--- src/rtl/cpu_pkg.sv ---
// ============================================================================
// cpu_pkg : shared ALU opcodes and alu_ctrl state encoding
// Rev 1.0 : initial release
// ============================================================================
`default_nettype none

package cpu_pkg;

  localparam logic [2:0] ALU_ADD = 3'b000;
  localparam logic [2:0] ALU_SUB = 3'b001;
  localparam logic [2:0] ALU_AND = 3'b010;
  localparam logic [2:0] ALU_OR  = 3'b011;
  localparam logic [2:0] ALU_XOR = 3'b100;
  localparam logic [2:0] ALU_MUL = 3'b101;

  typedef enum logic [1:0] {
    ST_IDLE   = 2'b00,
    ST_SETUP  = 2'b01,
    ST_STROBE = 2'b10,
    ST_RESP   = 2'b11
  } ctrl_state_t;

endpackage

`default_nettype wire

--- src/rtl/alu_ctrl.sv ---
// ============================================================================
// alu_ctrl : request/response sequencer for the 16-bit ALU plus Z/N/V flags
// Rev 1.0 : initial release
// ============================================================================
`default_nettype none

module alu_ctrl
  import cpu_pkg::*;
#(
  parameter int N = 16
) (
  input  logic         clk,
  input  logic         rst_n,
  input  logic         req_valid,
  output logic         req_ready,
  input  logic [2:0]   req_op,
  input  logic [N-1:0] req_a,
  input  logic [N-1:0] req_b,
  input  logic         req_setflags,
  output logic [2:0]   alu_control,
  output logic [N-1:0] alu_a,
  output logic [N-1:0] alu_b,
  output logic         alu_enable,
  input  logic [N-1:0] alu_dout,
  input  logic         alu_overflow,
  input  logic         alu_zero,
  input  logic         alu_negative,
  output logic         rsp_valid,
  input  logic         rsp_ready,
  output logic [N-1:0] rsp_data,
  output logic         rsp_v,
  output logic         rsp_z,
  output logic         rsp_n,
  output logic         flag_v,
  output logic         flag_z,
  output logic         flag_n,
  output logic         busy
);

  ctrl_state_t  r_state;
  ctrl_state_t  w_state_nxt;
  logic         w_accept;
  logic         w_capture;

  logic [2:0]   r_alu_control;
  logic [N-1:0] r_alu_a;
  logic [N-1:0] r_alu_b;
  logic         r_setflags;
  logic         r_alu_enable;
  logic [N-1:0] r_rsp_data;
  logic         r_rsp_v;
  logic         r_rsp_z;
  logic         r_rsp_n;
  logic         r_flag_v;
  logic         r_flag_z;
  logic         r_flag_n;

  always_ff @(posedge clk or negedge rst_n) begin
    if (!rst_n) r_state <= ST_IDLE;
    else        r_state <= w_state_nxt;
  end

  always_comb begin
    w_state_nxt = r_state;
    w_accept    = 1'b0;
    w_capture   = 1'b0;
    case (r_state)
      ST_IDLE: begin
        if (req_valid) begin
          w_accept    = 1'b1;
          w_state_nxt = ST_SETUP;
        end
      end
      ST_SETUP:  w_state_nxt = ST_STROBE;
      ST_STROBE: begin
        w_capture   = 1'b1;
        w_state_nxt = ST_RESP;
      end
      ST_RESP: begin
        if (rsp_ready) w_state_nxt = ST_IDLE;
      end
      default: w_state_nxt = ST_IDLE;
    endcase
  end

  // Operands are held from acceptance until the next acceptance so the ALU
  // sees stable inputs for the whole SETUP/STROBE window.
  always_ff @(posedge clk or negedge rst_n) begin
    if (!rst_n) begin
      r_alu_control <= 3'b000;
      r_alu_a       <= '0;
      r_alu_b       <= '0;
      r_setflags    <= 1'b0;
      r_alu_enable  <= 1'b0;
      r_rsp_data    <= '0;
      r_rsp_v       <= 1'b0;
      r_rsp_z       <= 1'b0;
      r_rsp_n       <= 1'b0;
      r_flag_v      <= 1'b0;
      r_flag_z      <= 1'b0;
      r_flag_n      <= 1'b0;
    end else begin
      r_alu_enable <= (w_state_nxt == ST_STROBE);
      if (w_accept) begin
        r_alu_control <= req_op;
        r_alu_a       <= req_a;
        r_alu_b       <= req_b;
        r_setflags    <= req_setflags;
      end
      if (w_capture) begin
        r_rsp_data <= alu_dout;
        r_rsp_v    <= alu_overflow;
        r_rsp_z    <= alu_zero;
        r_rsp_n    <= alu_negative;
        if (r_setflags) begin
          r_flag_v <= alu_overflow;
          r_flag_z <= alu_zero;
          r_flag_n <= alu_negative;
        end
      end
    end
  end

  assign req_ready   = (r_state == ST_IDLE);
  assign rsp_valid   = (r_state == ST_RESP);
  assign busy        = (r_state != ST_IDLE);
  assign alu_control = r_alu_control;
  assign alu_a       = r_alu_a;
  assign alu_b       = r_alu_b;
  assign alu_enable  = r_alu_enable;
  assign rsp_data    = r_rsp_data;
  assign rsp_v       = r_rsp_v;
  assign rsp_z       = r_rsp_z;
  assign rsp_n       = r_rsp_n;
  assign flag_v      = r_flag_v;
  assign flag_z      = r_flag_z;
  assign flag_n      = r_flag_n;

endmodule

`default_nettype wire

--- config.mk ---
export PLATFORM = sky130hd
export DESIGN_NAME = alu_ctrl
export DESIGN_NICKNAME = d
export VERILOG_FILES = /design/src/rtl/cpu_pkg.sv /design/src/rtl/alu_ctrl.sv
export SDC_FILE = /design/constraint.sdc
export NUM_CORES = 1
export LEC_CHECK = 0
export CORE_MARGIN = 2
export CORE_UTILIZATION = 43
export CTS_CLUSTER_DIAMETER = 40
export DETAILED_ROUTE_END_ITERATION = 16
export GPL_TIMING_DRIVEN = 0
export MAX_ROUTING_LAYER = met4
export PLACE_DENSITY = 0.95
export RECOVER_POWER = 25
export REMOVE_ABC_BUFFERS = 1
export SLEW_MARGIN = 10
export SYNTH_ARGS = -nofsm -noshare
export SYNTH_HDL_FRONTEND = slang
export SYNTH_SLANG_ARGS = --single-unit
--- constraint.sdc ---
create_clock -name clk -period 2.1 [get_ports clk]
set_input_delay 0.21 -clock clk [delete_from_list [all_inputs] [get_ports clk]]
set_output_delay 0.21 -clock clk [all_outputs]
set_load 0.03 [all_outputs]
# ---- Word level (Yosys, flattened, before mapping)
# Cells that the tools add are included.
dict set report word_totals {
  latch_bits 0
  regBits 61
  input_bits 59
  n_memories 0
  ramBits 0
  mem_bits_ro 0
  output_inout_bits 61
  elab_cells 26
}
dict set report op_classes {
  magnitude_cmp 0
  shifts 0
  n_addsub 0
  n_eq_ne 4
  n_mul 0
  div 0
  n_mux 6
  bitwise_logic 0
  reduce_logical 3
}
# operator n
set op_table {}
lappend op_table {{$pmux 2 s4} 1}
lappend op_table {{$eq 2x2->1 const B} 3}
lappend op_table {{$mux 2} 2}
lappend op_table {{$mux 1} 3}
lappend op_table {{$eq 2x1->1 const B} 1}
lappend op_table {{$logic_not 2->1} 1}
lappend op_table {{$reduce_and 2->1} 1}
lappend op_table {{$reduce_bool 2->1} 1}

# ---- Depth between registers and ports, before layout
dict set report depth {
  word_depth 3
  ltp_mapped 4
  mapped_depth_nobuf 2
}

# ---- Least setup slack after synthesis
# Ideal clock, no wire load.
dict set report synth_timing {
  kind {reg-to-output}
  from {register r_state[1]}
  to {output port busy}
  arrival_ns 1.211
  setup_slack_ns 0.679
  required_ns 1.890
  stages_incl_launch_ff 3
  n_path_buf 0
  path_cell_list {dfrtp_1 > nor2_1 > inv_1}
}
dict set report synth_between {
  elab_chain_len 1
}
# element line_no
set synth_lines {}
lappend synth_lines {{start: declaration} alu_ctrl.sv:40} ;# ctrl_state_t r_state;
lappend synth_lines {{start signal: assignment} alu_ctrl.sv:60} ;# else r_state <= w_state_nxt;
lappend synth_lines {{$reduce_bool 2->1} alu_ctrl.sv:126} ;# assign busy = (r_state != ST_IDLE);
lappend synth_lines {{end: declaration} alu_ctrl.sv:37} ;# output logic busy
# Every way passes these cells.

# ---- Final worst setup path
dict set report layout_timing {
  from {register r_state[1]}
  to {output port req_ready}
}
dict set report layout_between {
  elab_chain_len 1
}
# element line_no
set layout_lines {}
lappend layout_lines {{$logic_not 2->1} alu_ctrl.sv:124} ;# assign req_ready = (r_state == ST_IDLE);
lappend layout_lines {{end: declaration} alu_ctrl.sv:15} ;# output logic req_ready,
# Every way passes these cells.

==> impl_metrics.ini <==
[synth]
synth_top_cell_area_share = 0.617
ys_warn_count = 0
yosysUniqueCellTypes = 14
yosysMostFrequentCell = dfrtp_1
synth.ff_latch_count = 61
yosysTopAreaCell = dfrtp_1
synth_area_leaders = dfrtp_1, mux2_4, mux2_2, buf_6, buf_12
synth-seq-area-share = 0.617
synth_flop_cell = dfrtp_1
synth_edf_count = 0
async_flop_share = 1.00
synth_area_um2 = 2470
synthesis.instances = 136
synth_common_cells = dfrtp_1, mux2_4, mux2_2
avgSynthCellArea_um2 = 18.2

[outcome]
outcome = finished clean

[clock_network]
cts.sinks = 61
cts_setup_buffers = 0
numCtsBuffers = 9
cts_tree = yes
cts_resized = 0
clockRootBuffer = clkbuf_8
h-tree-depth = 3
ctsLongestPathBuffers = 2
insertion_delay_ns = 0.32
hold_buffers = 1
clk_pin_slew_ns = 0.06

[drt]
ant_nets = 0
dr.pass1.iters = 4
via_count = 1550
vias_per_cell = 4.56
drc = 0
drt_iter0_drc = 47
drt_wl_total_mm = 5.28
wire_per_inst_um = 15.5

[worst_setup_path]
cp.depth = 2
crit_path_start_kind = flip-flop
crit_path_cell_trace = nor2_1 -> clkdlybuf4s50_1
crit_required_ns = 1.89
endpoint_kind = output pin
cp_max_fo = 8
critPathSlowestCell = clkdlybuf4s50_1
critical_path_class = flip-flop to output pin
worst_r2r_endpoint = rsp_data[2]
cpLargestDelayFamily = buffers and inverters
r2r_slack_ns = 0.22
cp_num_buf_inv = 1
startpoint = r_state[1]
cp_slowest_stage_delay_ns = 0.70
rr_worst_depth = 2
critPathArrivalTime_ns = 1.68
r2r_start = r_state[0]

[worst_hold_path]
whs_path_depth = 2
hp-class = primary input to flip-flop
holdCritStartpoint = rsp_ready
min_to = r_state[1]

[floorplanning]
initial_core_util = 0.447
die_area_um2 = 6380
fp.dieW_um = 79.9
io_pins = 120
rows = 27
die_h_um = 79.9
coreArea_um2 = 5540

[placement]
hpwlAfterDp_mm = 3.81
dp.cells = 324
port-buffer-count = 119
gp_congestion = 0.695

[timing]
fin_crit_sh = 0.899
period_needed_ns = 1.89
relSlewSlack = 0.0166
max_freq_mhz = 530
setup_viol = 0
worst_slew_pin_slew_ns = 1.48
grt_setup_unrepaired = false
finClkSkew_ns = 0.00460
finalHoldViolCount = 0
drv_slew = 0

[pwr]
combPwrFrac = 0.557
seq_power_share = 0.310
switchingPower_uw = 2600
p_int_uw = 4260
swShare = 0.379
clockPowerShare = 0.133
leakage_uw = 0.00171
powerDensity_nw_per_um2 = 1750
vdd_ir_drop_max_mv = 1.01

[global_routing]
grt_max_degree = 62
grt_pass1_wl_mm = 8.14
grt_overflow = 0
grt_usage = 0.175
antenna_found_initial = 0
first_global_vias = 1668

[final_layout]
synthToLayoutAreaGrowth_pct = 58.6
fin_nets = 323
final_cells = 340
fillers = 388
drive_above_1_share = 0.291
antennaDiodeCount = 0
post-route-util = 0.709

[flow_run]
maxCapViolCount = 0
==> routing by layer <==
| layer | wire [um] | vias up | global-route usage |
|---|---|---|---|
| met5 | 0 | - | - |
| met4 | 48 | 0 | 0.0763 |
| met3 | 336 | 5 | 0.0430 |
| met2 | 2680 | 58 | 0.281 |
| met1 | 2220 | 756 | 0.212 |
| li1 | - | 731 | - |
==> cell type report <==
class                           count  area [um2]  area share
Sequential cell                    61        1530       0.389
Timing Repair Buffer              123        1250       0.319
Multi-Input combinational cell     67         871       0.222
Clock buffer                       14         173      0.0440
Tap cell                           72        90.1      0.0229
Inverter                            2        7.51     0.00191
Clock inverter                      1        5.00     0.00127
==> worst max path at each step <==
stage / to
floorplan: alu_a[10]
global placement: alu_a[9]
detailed placement: rsp_data[0]
CTS: busy
global route: rsp_data[10]
finish: req_ready
==> worst register-to-register path, cell delays in order, from the launching register on <==
cell      delay [ns]
dfrtp_1         0.47
nand2b_1        0.87
mux2_2          0.43
==> state kept, by name, summed over array words and instances (netlist names), 2 cells and up <==
name         count
alu_a           16
alu_b           16
alu_control      3
rsp_data        16
r_state          2
==> layout by cell type, fill, tap and decap left out, drive strengths merged <==
cell,netlist,routed
a21oi,1,1
dfrtp,61,61
mux2,58,58
and2b,1,1
nor2,2,2
nand3b,1,1
inv,2,2
clkbuf,0,15
nand2b,1,1
clkdlybuf4s50,0,118
dlygate4sd3,0,1
o22ai,1,1
nor3b,1,1
and2,1,1
buf,6,3
clkinv,0,1
==> per-stage QoR <==
| stage | area, um2 | worst slack, ns | hold slack [ns] | TNS, ns | total power [uW] |
|---|---|---|---|---|---|
| 2_1_floorplan | 2400 | -1.04 | -0.0856 | -34.27 | 4410 |
| 3_3_place_gp | 3680 | -1.89 | 0.488 | -131.81 | 5870 |
| 3_5_place_dp | 3740 | 0.198 | 0.332 | 0 | 5980 |
| 4_1_cts | 3930 | 0.184 | 0.468 | 0 | 6940 |
| 5_1_grt | 3930 | 0.0754 | 0.487 | 0 | 7180 |
| 6_report | 3930 | 0.213 | 0.490 | 0 | 6860 |
==> cells by family after synthesis <==
family	count (synthesis)	share of synthesized area
and+or+nand+nor	7	0.0202
DFF	61	0.617
muxes	58	0.325
buffers and inverters	8	0.0339
AOI/OAI and AO/OA	2	0.00455
==> power by group through the flow <==
stage	clock (uW)	sequential (uW)	combinational, uW
after floorplan	0	3240	1170
final	913	2130	3820
after CTS	949	2130	3860
after global placement	0	2090	3780
after global routing	1010	2190	3970
after detailed placement	0	2140	3850
(Power assumes the default switching activity.)
